[config.mk]
export PLATFORM = sky130hd
export DESIGN_NAME = debug_bridge_responder
export DESIGN_NICKNAME = d
export VERILOG_FILES = /design/src/rtl/debug_pkg.sv /design/src/rtl/debug_bridge_responder.sv
export SDC_FILE = /design/constraint.sdc
export NUM_CORES = 1
export LEC_CHECK = 0
export CORE_ASPECT_RATIO = 1.4
export CORE_MARGIN = 3
export CORE_UTILIZATION = 37
export CTS_CLUSTER_SIZE = 40
export DETAILED_ROUTE_END_ITERATION = 7
export PLACE_DENSITY = 0.89
export SETUP_SLACK_MARGIN = 0.15
export SLEW_MARGIN = 20
export SYNTH_ARGS = -nofsm -noshare
export SYNTH_HDL_FRONTEND = slang
export SYNTH_SLANG_ARGS = --single-unit
[constraint.sdc]
create_clock -name CLK -period 3.62 [get_ports CLK]
set_clock_uncertainty 0.2 [all_clocks]
set_input_delay 0.724 -clock CLK [delete_from_list [all_inputs] [get_ports CLK]]
set_output_delay 0.724 -clock CLK [all_outputs]
set_load 0.02 [all_outputs]
[src/rtl/debug_pkg.sv]
// Shared debug-bridge definitions: mode codes and responder FSM states.
package debug_pkg;

  // Mode codes carried on the bridge 'mode' bus.
  localparam logic [2:0] DBG_NOP      = 3'b000;
  localparam logic [2:0] DBG_RD_DMEM  = 3'b001;
  localparam logic [2:0] DBG_RD_RF    = 3'b010;
  localparam logic [2:0] DBG_WR_DMEM  = 3'b011;
  localparam logic [2:0] DBG_WR_RF    = 3'b100;
  localparam logic [2:0] DBG_RD_IMEM  = 3'b101;
  localparam logic [2:0] DBG_RD_PCREG = 3'b110;
  localparam logic [2:0] DBG_RSVD     = 3'b111;

  // Regfile index that selects the PC shadow register.
  localparam logic [31:0] DBG_PC_ADDR = 32'd32;

  typedef enum logic [2:0] {
    StIdle,
    StIssue,
    StWait,
    StResp,
    StHold,
    StWrite
  } dbg_state_e;

  function automatic logic is_read_mode(input logic [2:0] m);
    return (m == DBG_RD_DMEM) || (m == DBG_RD_RF) || (m == DBG_RD_IMEM) || (m == DBG_RD_PCREG);
  endfunction

  function automatic logic is_write_mode(input logic [2:0] m);
    return (m == DBG_WR_DMEM) || (m == DBG_WR_RF);
  endfunction

endpackage

[src/rtl/debug_bridge_responder.sv]
// Core-side end of the debug bridge: turns controller requests into single-cycle
// accesses on the halted core's dmem/imem/regfile debug ports.
module debug_bridge_responder
  import debug_pkg::*;
#(
  parameter int unsigned RD_LATENCY = 1
) (
  input  logic        CLK,
  input  logic        RST,
  input  logic        tx_flag,
  input  logic [2:0]  mode,
  input  logic [31:0] address_bridged,
  input  logic [31:0] data_bridged,
  output logic [31:0] data_internal,
  output logic        doneSending,
  output logic [31:0] dbg_addr,
  output logic [31:0] dbg_wdata,
  output logic        dmem_re,
  output logic        dmem_we,
  output logic        imem_re,
  output logic        imem_we,
  output logic        rf_re,
  output logic        rf_we,
  input  logic [31:0] dmem_rdata,
  input  logic [31:0] imem_rdata,
  input  logic [31:0] rf_rdata
);

  localparam logic [3:0] CntLoad = 4'(RD_LATENCY - 1);

  dbg_state_e  state_q, state_d;
  logic [2:0]  mode_q, mode_d;
  logic [31:0] addr_q, addr_d;
  logic [31:0] wdata_q, wdata_d;
  logic [31:0] data_q, data_d;
  logic [3:0]  cnt_q, cnt_d;
  logic        armed_q, armed_d;
  logic        tx_flag_q, tx_flag_d;
  logic        misaligned;

  assign misaligned    = (addr_q[1:0] != 2'b00);
  assign data_internal = data_q;
  assign doneSending   = (state_q == StResp);

  // State and datapath registers, cleared asynchronously.
  always_ff @(posedge CLK or posedge RST) begin
    if (RST) begin
      state_q   <= StIdle;
      mode_q    <= DBG_NOP;
      addr_q    <= '0;
      wdata_q   <= '0;
      data_q    <= '0;
      cnt_q     <= '0;
      armed_q   <= 1'b1;
      tx_flag_q <= 1'b0;
    end else begin
      state_q   <= state_d;
      mode_q    <= mode_d;
      addr_q    <= addr_d;
      wdata_q   <= wdata_d;
      data_q    <= data_d;
      cnt_q     <= cnt_d;
      armed_q   <= armed_d;
      tx_flag_q <= tx_flag_d;
    end
  end

  // Next-state logic: request decode, latency countdown, capture and re-arm.
  always_comb begin
    state_d   = state_q;
    mode_d    = mode_q;
    addr_d    = addr_q;
    wdata_d   = wdata_q;
    data_d    = data_q;
    cnt_d     = cnt_q;
    armed_d   = armed_q;
    // Freeze the edge reference during WRITE so a read edge landing there survives.
    tx_flag_d = (state_q == StWrite) ? tx_flag_q : tx_flag;

    unique case (state_q)
      StIdle: begin
        if (mode == DBG_NOP) begin
          armed_d = 1'b1;
        end
        if (tx_flag && !tx_flag_q && is_read_mode(mode)) begin
          mode_d  = mode;
          addr_d  = address_bridged;
          state_d = StIssue;
        end else if (is_write_mode(mode) && armed_q) begin
          mode_d  = mode;
          addr_d  = address_bridged;
          wdata_d = data_bridged;
          state_d = StWrite;
        end
      end
      StIssue: begin
        cnt_d   = CntLoad;
        state_d = StWait;
      end
      StWait: begin
        if (cnt_q == 4'd0) begin
          case (mode_q)
            DBG_RD_DMEM:  data_d = misaligned ? 32'd0 : dmem_rdata;
            DBG_RD_IMEM:  data_d = misaligned ? 32'd0 : imem_rdata;
            DBG_RD_RF,
            DBG_RD_PCREG: data_d = rf_rdata;
            default:      data_d = 32'd0;
          endcase
          state_d = StResp;
        end else begin
          cnt_d = cnt_q - 4'd1;
        end
      end
      StResp: begin
        state_d = StHold;
      end
      StHold: begin
        if (!tx_flag) begin
          state_d = StIdle;
        end
      end
      StWrite: begin
        armed_d = 1'b0;
        state_d = StIdle;
      end
      default: begin
        state_d = StIdle;
      end
    endcase
  end

  // Access strobes and address/data, decoded from registered state only.
  always_comb begin
    dbg_addr  = '0;
    dbg_wdata = '0;
    dmem_re   = 1'b0;
    dmem_we   = 1'b0;
    imem_re   = 1'b0;
    imem_we   = 1'b0;
    rf_re     = 1'b0;
    rf_we     = 1'b0;

    if (state_q == StIssue) begin
      case (mode_q)
        DBG_RD_DMEM: begin
          if (!misaligned) begin
            dmem_re  = 1'b1;
            dbg_addr = addr_q;
          end
        end
        DBG_RD_IMEM: begin
          if (!misaligned) begin
            imem_re  = 1'b1;
            dbg_addr = addr_q;
          end
        end
        DBG_RD_RF: begin
          rf_re    = 1'b1;
          dbg_addr = {27'd0, addr_q[4:0]};
        end
        DBG_RD_PCREG: begin
          rf_re    = 1'b1;
          dbg_addr = DBG_PC_ADDR;
        end
        default: ;
      endcase
    end else if (state_q == StWrite) begin
      case (mode_q)
        DBG_WR_DMEM: begin
          if (!misaligned) begin
            dmem_we   = 1'b1;
            dbg_addr  = addr_q;
            dbg_wdata = wdata_q;
          end
        end
        DBG_WR_RF: begin
          // x0 is hardwired; the write is swallowed but still disarms.
          if (addr_q[4:0] != 5'd0) begin
            rf_we     = 1'b1;
            dbg_addr  = {27'd0, addr_q[4:0]};
            dbg_wdata = wdata_q;
          end
        end
        default: ;
      endcase
    end
  end

endmodule

==> After elaboration in Yosys (flattened, before gate mapping) <==
Index checks and enable logic that the tools add are counted.
{ "word_totals": {"regBits": 108, "in_bits": 166, "output_inout_bits": 103, "wordCells": 97} }
{ "classes": {"add_sub_neg": 1, "eq_ne": 22, "mux": 41, "n_bitwise": 1, "n_reduce_logical": 24} }
{ "ops": {"columns": ["op", "count"], "rows": [
  ["two-way mux 32 bit", 11],
  ["one-hot mux 32 bit (3 select lines)", 2],
  ["one-hot mux 32 bit (2 select lines)", 2],
  ["equality test 3 bit, second input constant", 8],
  ["equality test 3 x 2 -> 1 bit, second input constant", 6],
  ["two-way mux 3 bit", 6],
  ["two-way mux 1 bit", 15],
  ["one-hot mux 3 bit (5 select lines)", 1],
  ["equality test 3 x 1 -> 1 bit, second input constant", 3],
  ["inequality test 2 bit, second input constant", 4],
  ["one-hot mux 4 bit (2 select lines)", 1],
  ["AND reduction 2 bit", 4],
  ["nonzero test 2 bit", 4],
  ["logical NOT 3 bit", 2],
  ["AND reduction 3 bit", 2],
  ["two-way mux 5 bit", 1],
  ["nonzero test 5 bit", 1],
  ["logical NOT 4 bit", 1],
  ["logical OR 1 bit", 4],
  ["two-way mux 4 bit", 1],
  ["OR reduction 2 bit", 2],
  ["subtractor 4 x 1 -> 4 bit, second input constant", 1],
  ["logical AND 1 bit", 3],
  ["inequality test 3 bit, second input constant", 1],
  ["other kinds (3)", 3]
]} }

==> Longest topological paths before layout <==
{ "depth": {"ltp_word": 7, "ltp_mapped": 8, "ltp_nobuf": 6} }

==> Least setup slack after synthesis <==
No wires, ideal clock.
{ "synth_timing": {"path_type": "reg2out", "start": "reg state_q[1]", "end": "out dbg_wdata[10]", "arrival_time_ns": 1.718, "required_ns": 2.696, "path_slack_ns": 0.978, "stages_incl_launch_ff": 7, "path_buffers": 2, "cell_sequence": "dfrtp_1 buf_2 nand3b_4 or4_4 o21ai_2 buf_6 and2_1"} }
{ "synth_via": {"elab_chain_len": 3, "word_cells_on_any_way": 4, "cone_classes": "2 x eq/ne; 2 x mux"} }
{ "synth_rtl": {"columns": ["element", "line_no", "rtl"], "rows": [
  ["start, declared", "debug_bridge_responder.sv:31", "dbg_state_e state_q, state_d;"],
  ["start signal, assigned", "debug_bridge_responder.sv:48", "state_q <= StIdle;"],
  ["start signal, assigned", "debug_bridge_responder.sv:57", "state_q <= state_d;"],
  ["equality test 3 bit", "debug_bridge_responder.sv:167", "end else if (state_q == StWrite) begin"],
  ["two-way mux 32 bit", "debug_bridge_responder.sv:167", null],
  ["two-way mux 32 bit (*)", "debug_bridge_responder.sv:143", "if (state_q == StIssue) begin"],
  ["end, declared", "debug_bridge_responder.sv:17", "output logic [31:0] dbg_wdata,"]
]} }
Mark *: on every way between the ends. The rest lies on a longest branch, timed or not.

==> Worst setup path in the final report <==
{ "layout_timing": {"start": "reg state_q[2]", "end": "out dbg_addr[12]"} }
{ "layout_via": {"elab_chain_len": 3, "word_cells_on_any_way": 4, "cone_classes": "2 x eq/ne; 2 x mux"} }
{ "layout_rtl": {"columns": ["element", "line_no", "rtl"], "rows": [
  ["equality test 3 bit", "debug_bridge_responder.sv:167", null],
  ["two-way mux 32 bit", "debug_bridge_responder.sv:167", null],
  ["two-way mux 32 bit (*)", "debug_bridge_responder.sv:143", null],
  ["end, declared", "debug_bridge_responder.sv:16", "output logic [31:0] dbg_addr,"]
]} }
Marked as above.

==> flow_summary.json <==
{
  "fin_crit_sh_pct": 93.31,
  "cts_tree": "done",
  "grt_overflow_total": 0,
  "synth_edf_count": 0,
  "grtUsageTotal_pct": 19.14,
  "clk_pin_slew_ns": 0.07,
  "coreArea_sq_um": 14100,
  "synth_area_sq_um": 5386,
  "cts_hold_buf": 0,
  "gp_congestion": 0.8310,
  "synth_top_area_share_pct": 49.71,
  "worstHoldPathType": "flip-flop to flip-flop",
  "diodes": 0,
  "detail_route.vias_per_cell": 5.012,
  "yosys-top-cells-area": "dfrtp_1 (50%), mux2_4 (8.1%), mux2_2 (7.9%), and2_1 (7.5%), a32o_1 (3.5%)",
  "endpoint_kind": "output port",
  "drc": 0,
  "cts-root-buf": "clkbuf_16",
  "synth_fp_nets": 635,
  "rrSetupSlack_ns": 1.14,
  "final_common_cell": "clkdlybuf4s50_1",
  "yosysWarnings": 0,
  "cp_max_fo": 27,
  "antenna_found_initial": 1,
  "hold_viol": 0,
  "status": "finished, final reports clean",
  "fmax_mhz": 296.0,
  "die_x_microns": 108.0,
  "synthDistinctLibCells": 48,
  "dieArea_sq_um": 16060,
  "area_delta_synth_final_pct": 61.65,
  "synthFlopType": "dfrtp_1",
  "hp-start": "data_internal[4]",
  "instances_no_fill": 908,
  "fin_nets": 887,
  "ant_nets": 0,
  "slew_headroom_pct": 34.94,
  "synthArstFlopShare_pct": 100.0,
  "first_iter_violations": 204,
  "postPlaceCellArea_sq_um": 8203,
  "seq_area_sq_um": 2706,
  "r2r_cells": 6,
  "drt_first_pass_iters": 5,
  "dieHeight_microns": 148.8,
  "critPathKind": "flip-flop to output port",
  "required_ns": 2.70,
  "place_inst": 892,
  "ys_seq_elements": 108,
  "wl_mm": 15.85,
  "worst_pin_slew_ns": 0.9759,
  "irDropWorstVdd_uv": 375.6,
  "ys_seq_area_share_pct": 50.20,
  "initial_core_util_pct": 38.20,
  "holdPathEnd": "data_internal[4]",
  "worst_r2r_endpoint": "data_internal[27]",
  "synthCells": 466,
  "postCtsSetupBuffers": 0,
  "multi_input_area_sq_um": 2480,
  "grt_max_degree": 65,
  "period_needed_ns": 3.378,
  "cap_violations": 0,
  "cts_buffers": 9,
  "synth_area_per_cell_sq_um": 11.56,
  "rsz0062_at_grt": "false",
  "powerDensity_nw_per_um2": 649.0,
  "fp-row-count": 51,
  "finalMaxSlewViolations": 0,
  "min_path_cells": 2,
  "ios": 269,
  "grt_pass1_vias": 4713,
  "fin_area_sq_um": 8707,
  "dpl.hpwl_mm": 12.00,
  "yosys.area.top_type": "dfrtp_1",
  "clockBufferDepth": 2,
  "htreeDepth": 3,
  "final_cell_mix": "clkdlybuf4s50_1 (207), dfrtp_1 (105), and2_1 (65)",
  "n_fill_cell": 1108,
  "port_buffers": 267,
  "setup_violations": 0,
  "worstPathArrival_ns": 2.45,
  "clock_latency_ns": 0.33,
  "drive_above_1_share_pct": 15.49,
  "p_leak_uw": 0.004692,
  "start_kind": "flip-flop",
  "grt_pass1_wl_mm": 24.19,
  "clock_sinks": 108,
  "wire_per_inst_microns": 17.46,
  "num_vias": 4551,
  "fin_tns_setup_ns": 0,
  "worst_r2r_startpoint": "cnt_q[0]"
}
-- per-stage QoR --
step                power (uW)  util [%]  hold WS [ns]  worst slack (ns)
finish                    5651     61.74        0.2842            0.2421
detailed placement        4620     58.17        0.2743            0.2188
global route              6020     61.74        0.3021            0.1553
global placement          4538     58.17        0.2607            0.3125
floorplan                 3640         -        0.2489            0.9782
CTS                       5714     60.54        0.2904           0.06163
-- worst max-delay path by stage --
stage | start | endpoint | slack (ns)
floorplan | state_q[1] | dbg_wdata[10] | 0.98
global placement | state_q[0] | dbg_wdata[7] | 0.31
detailed placement | state_q[2] | dbg_wdata[10] | 0.22
CTS | state_q[2] | dbg_wdata[10] | 0.06
global route | state_q[2] | dbg_addr[12] | 0.16
finish | state_q[2] | dbg_addr[12] | 0.24
-- cell usage after synthesis, drive strengths merged (2+ instances only) --
cell type,n
nand2b,4
nor2,8
mux2,69
or4,3
nand3,4
inv,8
and2,65
buf,15
a32o,19
nand3b,4
dfrtp,107
a222oi,14
nor3b,2
clkbuf,22
a21oi,22
o21ai,38
nand2,39
ha,3
nor2b,4
-- state kept, by name, summed over array words and instances (netlist names) --
name,cells
wdata_q,32
cnt_q,4
mode_q,3
addr_q,32
tx_flag_q,1
data_internal,32
armed_q,1
state_q,3
-- cells by family (layout without fill, tap and decap cells) --
family,after synthesis,count (layout),synth area share [%]
other cells,1,1,0.06962
simple gates,139,139,15.01
compound gates,100,100,12.99
buf+inv,45,302,4.413
fa+ha+maj,3,3,0.6969
flops,108,108,50.20
mux,70,70,16.63
-- repair_timing --
action	4_1_cts	5_1_grt
pin swaps	1	0
resized for setup	3	63
setup endpoints to repair	59	62
-- worst max-delay path: stages, from the launching register on --
cell             delay (ns)
dfrtp_2                0.48
nand3b_4               0.14
or4_4                  0.57
nand2_8                0.18
and2_1                 0.15
clkdlybuf4s50_1        0.60
-- final cells by class --
| cell class | instances | share of cell area [%] |
|---|---|---|
| Clock buffer | 11 | 2.788 |
| Clock inverter | 5 | 0.9484 |
| Inverter | 8 | 0.3880 |
| Multi-Input combinational cell | 313 | 28.48 |
| Sequential cell | 108 | 31.08 |
| Tap cell | 185 | 2.658 |
| Timing Repair Buffer | 278 | 33.65 |
-- layer usage --
layer / part of all wire [%] / track usage, % / vias to the layer above
met5: 0.11 / 0 / -
met1: 38 / 22.48 / 2189
met4: 3.3 / 7.833 / 2
met3: 6.3 / 5.110 / 35
met2: 52 / 32.94 / 169
li1: - / - / 2156
-- where the power goes --
part,switching [uW],total (uW),internal (uW)
logic,1130,2440,1300
clock network,436,1070,630
registers,360,2150,1790
No activity file was read; power rests on OpenSTA's default activity.
